<file path="config.mk">
export PLATFORM = sky130hd
export DESIGN_NAME = ahb_reg_bridge
export DESIGN_NICKNAME = d
export VERILOG_FILES = /design/src/rtl/ahb_pkg.sv /design/src/rtl/ahb_reg_bridge.sv
export SDC_FILE = /design/constraint.sdc
export NUM_CORES = 1
export LEC_CHECK = 0
export CORE_MARGIN = 5
export CORE_UTILIZATION = 32
export CTS_CLUSTER_DIAMETER = 150
export DETAILED_ROUTE_END_ITERATION = 16
export HOLD_SLACK_MARGIN = 0.03
export PLACE_DENSITY = 0.86
export SETUP_SLACK_MARGIN = 0.1
export SLEW_MARGIN = 0
export SYNTH_ARGS = -nofsm -noshare
export SYNTH_HDL_FRONTEND = slang
export SYNTH_SLANG_ARGS = --single-unit
</file>
<file path="constraint.sdc">
create_clock -name clk -period 1.5 [get_ports clk]
set_input_delay 0.3 -clock clk [delete_from_list [all_inputs] [get_ports clk]]
set_output_delay 0.3 -clock clk [all_outputs]
set_load 0.02 [all_outputs]
</file>
<file path="src/rtl/ahb_pkg.sv">
// Shared AHB-Lite encodings and bridge FSM state type.
// Imported by the register bridge and its testbench.
package ahb_pkg;

  localparam logic [1:0] HTRANS_IDLE   = 2'b00;
  localparam logic [1:0] HTRANS_BUSY   = 2'b01;
  localparam logic [1:0] HTRANS_NONSEQ = 2'b10;
  localparam logic [1:0] HTRANS_SEQ    = 2'b11;

  localparam logic [2:0] HSIZE_WORD = 3'b010;

  localparam logic HRESP_OKAY  = 1'b0;
  localparam logic HRESP_ERROR = 1'b1;

  typedef enum logic [2:0] {
    ST_IDLE   = 3'd0,
    ST_ACCESS = 3'd1,
    ST_CHECK  = 3'd2,
    ST_ERR1   = 3'd3,
    ST_ERR2   = 3'd4
  } state_e;

  // Only aligned 32-bit accesses reach the peripheral.
  function automatic logic xfer_legal(
    input logic [2:0] size,
    input logic [1:0] addr_lo
  );
    return (size == HSIZE_WORD) && (addr_lo == 2'b00);
  endfunction

endpackage

</file>
<file path="src/rtl/ahb_reg_bridge.sv">
// AHB-Lite slave to simple register-peripheral bridge.
// Ports: AHB slave (HSEL..HRESP), peripheral side (rd_en, wr_en,
// address, wr_data, rd_data, ready, error); clk, rst (async, low).
module ahb_reg_bridge
  import ahb_pkg::*;
#(
  parameter int DATA_WIDTH = 32,
  parameter int ADDR_WIDTH = 32
) (
  input  logic                  clk,
  input  logic                  rst,
  input  logic                  HSEL,
  input  logic [ADDR_WIDTH-1:0] HADDR,
  input  logic                  HWRITE,
  input  logic [1:0]            HTRANS,
  input  logic [2:0]            HSIZE,
  input  logic [DATA_WIDTH-1:0] HWDATA,
  input  logic                  HREADY,
  output logic [DATA_WIDTH-1:0] HRDATA,
  output logic                  HREADYOUT,
  output logic                  HRESP,
  output logic                  rd_en,
  output logic                  wr_en,
  output logic [ADDR_WIDTH-1:0] address,
  output logic [DATA_WIDTH-1:0] wr_data,
  input  logic [DATA_WIDTH-1:0] rd_data,
  input  logic                  ready,
  input  logic                  error
);

  state_e state_q, state_d;

  logic                  write_q, write_d;
  logic [ADDR_WIDTH-1:0] addr_q, addr_d;
  logic [DATA_WIDTH-1:0] rdata_q, rdata_d;

  logic                  accept;
  logic                  legal;
  logic [ADDR_WIDTH-1:0] word_addr;

  // SEQ vs NONSEQ is irrelevant: every access is single-beat.
  logic unused_htrans0;
  assign unused_htrans0 = HTRANS[0];

  assign accept    = HSEL && HREADY && HTRANS[1];
  assign legal     = xfer_legal(HSIZE, HADDR[1:0]);
  assign word_addr = {2'b00, HADDR[ADDR_WIDTH-1:2]};

  assign address = addr_q;
  assign HRDATA  = rdata_q;
  assign wr_data = HWDATA;

  always_ff @(posedge clk or negedge rst) begin
    if (!rst) begin
      state_q <= ST_IDLE;
      write_q <= 1'b0;
      addr_q  <= '0;
      rdata_q <= '0;
    end else begin
      state_q <= state_d;
      write_q <= write_d;
      addr_q  <= addr_d;
      rdata_q <= rdata_d;
    end
  end

  always_comb begin
    state_d   = state_q;
    write_d   = write_q;
    addr_d    = addr_q;
    rdata_d   = rdata_q;
    rd_en     = 1'b0;
    wr_en     = 1'b0;
    HREADYOUT = 1'b1;
    HRESP     = HRESP_OKAY;

    unique case (state_q)
      ST_IDLE, ST_ERR2: begin
        // Address phases are only sampled while
        // HREADYOUT is high, i.e. in these two states.
        if (state_q == ST_ERR2) begin
          HRESP = HRESP_ERROR;
        end
        state_d = ST_IDLE;
        if (accept) begin
          if (legal) begin
            state_d = ST_ACCESS;
            write_d = HWRITE;
            addr_d  = word_addr;
          end else begin
            state_d = ST_ERR1;
          end
        end
      end
      ST_ACCESS: begin
        HREADYOUT = 1'b0;
        rd_en     = !write_q;
        wr_en     = write_q;
        if (ready) begin
          state_d = ST_CHECK;
          if (!write_q) begin
            rdata_d = rd_data;
          end
        end
      end
      ST_CHECK: begin
        // error is only valid the cycle after the strobe.
        HREADYOUT = 1'b0;
        state_d   = error ? ST_ERR1 : ST_IDLE;
      end
      ST_ERR1: begin
        HREADYOUT = 1'b0;
        HRESP     = HRESP_ERROR;
        state_d   = ST_ERR2;
      end
      default: begin
        state_d = ST_IDLE;
      end
    endcase
  end

endmodule

</file>
==> metrics.yaml, run 1 <==
run_status:
  outcome: "finished with violations"
  violations: "negative setup slack"
cells_and_area:
  final_core_util: 0.5206
  drive_above_1_share: 0.3424
  antennaDiodeCount: 0
  layoutNonFillerInstCount: 441
  nets: 433
  areaGrowthSynthToFinish_pct: 60.66
floorplanning:
  dieArea_mm2: 0.01124
  coreArea_mm2: 0.009109
  rows: 35
  dieWidth_um: 106.0
  io_pins: 208
  fp.dieH_um: 106.0
  start_util: 0.3240
setup_path:
  path_cells: "and2b_2 > nor3b_4 > buf_6 > nand2_8 > clkbuf_16 > mux2_4"
  cp-startpoint: "state_q[1]"
  cp_max_fo: 5
  cp.required_ns: 1.72
  r2r_cells: 6
  arrival_ns: 1.92
  worst_setup_path_end_kind: "flip-flop"
  worstReg2RegStart: "state_q[1]"
  slowest_stage: "dfrtp_1"
  slowest_delay_ns: 0.41
  worstReg2RegEnd: "HRDATA[29]"
  critPathCapture: "HRDATA[29]"
  crit_type: "flip-flop to flip-flop"
  critPathLaunchType: "flip-flop"
  r2r_slack_ns: -0.20
synth:
  synthMuxAreaShare: 0.2785
  ys_async_sr_fraction: 1.000
  synth_xor_xnor_area_share: 0
  synth_top_family_by_area: "multiplexers"
  synth_simple_gate_area_frac: 0.04239
  synthMostInstantiatedCell: "dfrtp_1"
  synthAdderAreaFrac: 0
  syn_area_per_cell_um2: 15.37
  ys.flop_type: "dfrtp_1"
  yosys_warnings: 0
  synth_top_area_cell: "dfrtp_1"
  synth_cell_types: 22
  synth-compound-area-share: 0.008902
  synth_common_cells: "66 x dfrtp_1, 34 x buf_4, 30 x mux2_1, 30 x mux2_4, 7 x nor2_1"
  synth_area_leaders: "dfrtp_1 56%, mux2_4 15%, mux2_1 11%"
  syn_inst: 192
  yosysTopAreaCellShare: 0.5596
  synth_area_mm2: 0.002952
  ys_ff_latch: 66
  synth_edf_count: 0
  seq_area_frac_synth: 0.5596
grt:
  grt_pass1_wl_um: 12330
  antenna_found_initial: 0
  gr-total-overflow: 0
  grt_pass1_vias: 2325
  grt_util_all_layers: 0.1417
  grt_max_degree: 67
cts:
  cts_sinks: 66
  cts_tree: "done"
  clockBufferDepth: 2
  path_clk_slew_ns: 0.07
  numCtsBuffers: 9
  htree_levels: 3
  insertion_delay_ns: 0.34
  cts-root-buf: "clkbuf_8"
timing:
  hold_viol_final: 0
  worst_hold_slack_ns: 0.5029
  fin_worst_skew_ns: 0.009766
  finalSetupTns_ns: -9.476
  setup_viol: 67
  rsz0062_at_grt: "true"
  fin_crit_ns: 1.699
  layout_worst_path_cycle_share: 1.133
  fin_ws_ns: -0.1991
  clock.fmax_mhz: 588.6
  drv_slew: 0
power:
  switching_share: 0.3278
  peakVddDrop_v: 0.0009463
  p_leak_nw: 2.492
  p_int_mw: 5.239
  p_comb_frac: 0.444
  p_sw_mw: 2.555
  seq_power_share: 0.339
  powerDensity_mw_per_mm2: 1643
  clkPwrFrac: 0.217
detailed_routing:
  wirelength_um: 8025
  met2_length_um: 4107
  drt-met1-wl_um: 3151
  drc: 0
  drt.antenna.violating_nets: 0
  wl_per_cell_um: 18.20
  drt-initial-drc-count: 63
  first_pass_iters: 4
  routed-via-count: 2003
  routed.top_layer: "met4"
  wl_met3_um: 561
  vias_per_cell: 4.542
placed_design:
  io_buffers: 140
  hpwl_um: 5344
  dp.cells: 412
  gp_congestion: 0.7714
  pre_cts_slack_ns: -0.4543
job:
  cap_viol_max_count: 0
hold_path:
  hold_class: "flip-flop to flip-flop"
[sequential cells by signal, summed over array words and instances (netlist names)]
name	cells
write_q	1
address	30
state_q	3
HRDATA	32
[critical path, delay by kind of cell, from the launching register on]
| kind | cells | cell delay, ns |
|---|---|---|
| buffers and inverters | 2 | 0.34 |
| DFF | 1 | 0.41 |
| muxes | 1 | 0.29 |
| and+or+nand+nor | 3 | 0.55 |
[power by group through the flow]
stage | Sequential [mW] | Combinational, mW | Clock [mW]
4_1_cts | 2.65 | 3.30 | 1.74
6_report | 2.65 | 3.46 | 1.69
3_5_place_dp | 2.70 | 3.43 | 0
2_1_floorplan | 3.32 | 1.29 | 0
5_1_grt | 2.72 | 3.64 | 1.82
3_3_place_gp | 2.67 | 3.38 | 0
[metrics by stage]
| step | total power, mW | area [um^2] |
|---|---|---|
| floorplan | 4.601 | 2955 |
| global route | 8.179 | 4742 |
| CTS | 7.692 | 4659 |
| finish | 7.794 | 4742 |
| global placement | 6.052 | 4253 |
| detailed placement | 6.138 | 4253 |
[per-layer routing]
layer / up-vias / track usage
met1: 1000 / 0.1609
met2: 94 / 0.2436
li1: 888 / -
met3: 21 / 0.04797
met5: - / 0
met4: 0 / 0.05920
[final cells by class]
cell class	count	area, um^2
Sequential cell	66	1654
Tap cell	111	138.9
Multi-Input combinational cell	90	1160
Timing Repair Buffer	158	1563
Clock buffer	10	137.6
Fill cell	821	4367
Clock inverter	6	88.84
[how the worst min path moves through the flow]
stage / from / cells after the start / to / slack, ns
finish: address[9] / 1 / address[9] / 0.50
global route: address[20] / 1 / address[20] / 0.52
CTS: rst / 3 / HRDATA[11] / 0.50
detailed placement: rst / 2 / HRDATA[11] / 0.34
global placement: rst / 2 / HRDATA[11] / 0.34
floorplan: rst / 0 / HRDATA[0] / 0.004
[timing repair]
action / in CTS / in global routing
setup endpoints to repair: 129 / 80
hold buffers: 1 / 0
pin swaps: 2 / 2
resized for setup: 127 / 19
gates cloned: 4 / 1
setup buffers: 4 / 3
hold endpoints to repair: 66 / 0
[logic make-up after synthesis]
| kind of cell | after synthesis |
|---|---|
| DFF | 66 |
| and+or+nand+nor | 18 |
| buffers and inverters | 40 |
| other | 1 |
| AOI/OAI and AO/OA | 4 |
| muxes | 63 |
[cell usage in the layout (no fill, tap or decap)]
cell type / Yosys / routed
a21o_1: 1 / 1
a21oi_1: 1 / 1
and2b_2: 0 / 1
and3b_1: 2 / 2
buf_12: 0 / 3
buf_16: 0 / 1
buf_2: 0 / 1
buf_4: 34 / 9
buf_6: 6 / 7
bufinv_16: 0 / 2
clkbuf_16: 0 / 1
clkbuf_8: 0 / 10
clkdlybuf4s15_1: 0 / 12
clkdlybuf4s50_1: 0 / 73
clkinv_2: 0 / 1
clkinvlp_4: 0 / 2
conb_1: 1 / 2
dfrtp_1: 66 / 64
dfrtp_2: 0 / 2
dlygate4sd2_1: 0 / 50
dlygate4sd3_1: 0 / 1
inv_6: 0 / 1
mux2_2: 3 / 3
mux2_4: 30 / 60
nand2_1: 1 / 1
nand2_8: 0 / 1
nand2b_1: 1 / 1
nand2b_4: 1 / 4
nand4_1: 1 / 1
nor2_1: 7 / 6
nor2_4: 0 / 1
nor3b_4: 1 / 1
nor4_2: 1 / 1
o21ai_0: 1 / 1
o22a_1: 1 / 1
or2_4: 0 / 1
Note: power is estimated with default switching activity, not from simulation.
==> run 2, diff against run 1 <==
--- a/config.mk
+++ b/config.mk
@@ -5,14 +5,16 @@
 export SDC_FILE = /design/constraint.sdc
 export NUM_CORES = 1
 export LEC_CHECK = 0
+export ABC_AREA = 1
 export CORE_MARGIN = 5
 export CORE_UTILIZATION = 32
 export CTS_CLUSTER_DIAMETER = 150
+export CTS_CLUSTER_SIZE = 12
 export DETAILED_ROUTE_END_ITERATION = 16
 export HOLD_SLACK_MARGIN = 0.03
-export PLACE_DENSITY = 0.86
+export PLACE_DENSITY = 0.85
 export SETUP_SLACK_MARGIN = 0.1
-export SLEW_MARGIN = 0
+export SLEW_MARGIN = 20
 export SYNTH_ARGS = -nofsm -noshare
 export SYNTH_HDL_FRONTEND = slang
 export SYNTH_SLANG_ARGS = --single-unit
==> run 2 against run 1 <==
Net effect:
- the flow still finishes with violations (negative setup slack)
- worst hold slack lost 0.036 ns
- total power is 14% lower
- area after synthesis grew 2.5%
- synthesized cell count increased by 79%
- clock-buffer cell count grew 2
==> metrics.yaml, run 2 <==
cells_and_area:
  finalInstanceArea_mm2: 0.004664  # -1.6%
  drive_above_1_share: 0.1357  # -0.2067
  layoutNonFillerInstCount: 608  # +38%
  layout.cells.most_common: "nand2_1"
  areaGrowthSynthToFinish_pct: 54.18
  n_fill_cell: 860  # +4.8%
  multi_input_comb_area_um2: 994.7  # -14%
  largest_reg_flops: 32  # unchanged
  final_cell_mix: "130 x nand2_1, 73 x clkdlybuf4s50_1, 66 x dfrtp_1"
  seqCellArea_mm2: 0.001652  # -0.15%
  nets: 583  # +35%
  final_core_util: 0.5048  # -0.01580
  antennaDiodeCount: 0  # unchanged
cts:
  cts-root-buf: "clkbuf_8"
  cts_tree: "done"
  htree_levels: 3  # unchanged
  cts_sinks: 66  # unchanged
  numCtsBuffers: 9  # unchanged
  clockBufferDepth: 2  # unchanged
  insertion_delay_ns: 0.33  # about the same
  path_clk_slew_ns: 0.07  # about the same
setup_path:
  path_common_cell: "inv_2"
  cp_num_cells: 6  # unchanged
  cp.required_ns: 1.20  # -0.52 ns
  r2r_cells: 8  # +2
  cp_max_fo: 4  # -1
  slowest_delay_ns: 0.38  # -0.03 ns
  critPathLaunchType: "flip-flop"
  path_delay_family: "flip-flops"
  arrival_ns: 1.26  # -0.66 ns
  path_cells: "inv_2 > nand2_2 > nor2_4 > inv_2 > nor2_2 > buf_6"
  path_buf_inv: 3  # +1
  worst_setup_path_end_kind: "output pin"
  slowest_stage: "dfrtp_1"
  crit_type: "flip-flop to output pin"
run_status:
  violations: "negative setup slack"
  outcome: "finished with violations"
timing:
  fin_ws_ns: -0.06214  # +0.1369 ns
  worst_hold_slack_ns: 0.4666  # -0.03626 ns
  rsz0062_at_grt: "true"
  fin_worst_skew_ns: 0.004385  # -0.005381 ns
  fin_crit_ns: 1.562  # -0.1369 ns
  drv_slew: 0  # unchanged
  layout_worst_path_cycle_share: 1.041  # -0.09130
  hold_viol_final: 0  # unchanged
  finalSetupTns_ns: -0.1496  # +9.326 ns
  setup_viol: 3  # -96%
  clock.fmax_mhz: 640.1  # +8.8%
synth:
  syn_inst: 344  # +79%
  ys.flop_type: "dfrtp_1"
  yosys_warnings: 0  # unchanged
  yosysTopAreaCellShare: 0.5459  # -0.01365
  synth_common_cells: "132 x nand2_1, 66 x dfrtp_1, 65 x nand3_1"
  syn_area_per_cell_um2: 8.795  # -43%
  ys_async_sr_fraction: 1.000  # unchanged
  synth_edf_count: 0  # unchanged
  ys_ff_latch: 66  # unchanged
  synth_area_mm2: 0.003025  # +2.5%
  synth_cell_types: 18  # -18%
  seq_area_frac_synth: 0.5459  # -0.01365
  synth_top_area_cell: "dfrtp_1"
  synth_area_leaders: "dfrtp_1 55%, nand2_1 16%, nand3_1 11%"
  synthMostInstantiatedCell: "nand2_1"
floorplanning:
  coreArea_mm2: 0.009240  # +1.4%
  dieWidth_um: 107.2  # +1.1%
  io_pins: 208  # unchanged
  rows: 35  # unchanged
  fp.dieH_um: 107.2  # +1.1%
  start_util: 0.3274  # +0.003382
  dieArea_mm2: 0.01150  # +2.3%
grt:
  grt_max_degree: 35  # -48%
  grt_pass1_vias: 2737  # +18%
  antenna_found_initial: 0  # unchanged
  gr-total-overflow: 0  # unchanged
  grt_pass1_wl_um: 13290  # +7.8%
  grt_util_all_layers: 0.1445  # +0.002773
detailed_routing:
  wirelength_um: 9037  # +13%
  drc: 0  # unchanged
  drt-initial-drc-count: 104  # +65%
  first_pass_iters: 4  # unchanged
  routed-via-count: 2744  # +37%
  wl_per_cell_um: 14.86  # -18%
  vias_per_cell: 4.513  # -0.63%
  drt.antenna.violating_nets: 0  # unchanged
power:
  p_leak_nw: 2.515  # +0.94%
  peakVddDrop_v: 0.0004635  # -51%
  powerDensity_mw_per_mm2: 1440  # -12%
  power_mw: 6.717  # -14%
job:
  cap_viol_max_count: 0  # unchanged
placed_design:
  dpl_cell_area_mm2: 0.004397  # +3.4%
  pre_cts_slack_ns: -0.2056  # +0.2487 ns
  gp_congestion: 0.7487  # -2.9%
  hpwl_um: 6349  # +19%
  io_buffers: 140  # unchanged
  dp.cells: 582  # +41%
hold_path:
  hold_class: "flip-flop to flip-flop"
  min_path_cells: 2  # +1
## run 2: cell count changes after synthesis, moves of 3 or more
cell / previous run / this run
buf_4: 34 / 37
inv_1: 0 / 6
mux2_2: 3 / 0
buf_2: 0 / 9
inv_2: 0 / 3
mux2_4: 30 / 0
mux2_1: 30 / 0
nand3_1: 0 / 65
nand2_1: 1 / 132
## run 2: path summary, 6_finish.rpt
| check | startpoint | to | slack (ns) |
|---|---|---|---|
| hold reg to reg | HRDATA[11] | HRDATA[11] | 0.47 |
| setup / recovery | state_q[2] | wr_en | -0.06 |
| setup reg to reg | state_q[2] | HRDATA[22] | 0.04 |
| min in group asynchronous | rst | HRDATA[10] | 0.58 |
| hold / removal | HRDATA[11] | HRDATA[11] | 0.47 |
| max in group asynchronous | rst | address[8] | 0.59 |
## run 2: kinds of logic after synthesis
logic type	synth area share
DFF	0.5459
buffers and inverters	0.1402
AOI/OAI and AO/OA	0.005374
other	0.001240
and+or+nand+nor	0.3073
## run 2: cell type report
cell class	count	area share
timing repair buffer	169	0.3543
sequential	66	0.3541
multi-input combinational	220	0.2133
tap	129	0.03460
clock buffer	12	0.03326
inverter	9	0.007242
clock inverter	3	0.003219
## run 2: routing by layer
| metal | up-vias | global-route usage | part of all wire |
|---|---|---|---|
| met5 | - | 0 | 0 |
| met1 | 1298 | 0.1700 | 0.41 |
| met2 | 115 | 0.2399 | 0.49 |
| met4 | 0 | 0.03470 | 0.011 |
| met3 | 19 | 0.06623 | 0.089 |
| li1 | 1312 | - | - |
## run 2: what timing repair did
item | 4_1_cts | 5_1_grt
buffers inserted | 0 | 6
hold buffers | 1 | 0
cloned | 0 | 4
resized for setup | 87 | 14
setup endpoints to repair | 99 | 75
endpoints found under the hold margin | 66 | 0
pin swaps | 0 | 3
## run 2: power by group
| group | leakage, nW | switching, mW | internal [mW] | total, mW |
|---|---|---|---|---|
| Sequential | 0.870 | 0.268 | 2.28 | 2.55 |
| Combinational | 1.55 | 1.68 | 1.18 | 2.85 |
| Clock | 0.0920 | 0.639 | 0.673 | 1.31 |
| Total | 2.52 | 2.58 | 4.13 | 6.72 |
## run 2: tightest hold or removal path: cells and delay by family (launching register included)
kind | cells | cell delay, ns
flip-flops | 1 | 0.33
AND/OR/NAND/NOR | 2 | 0.10
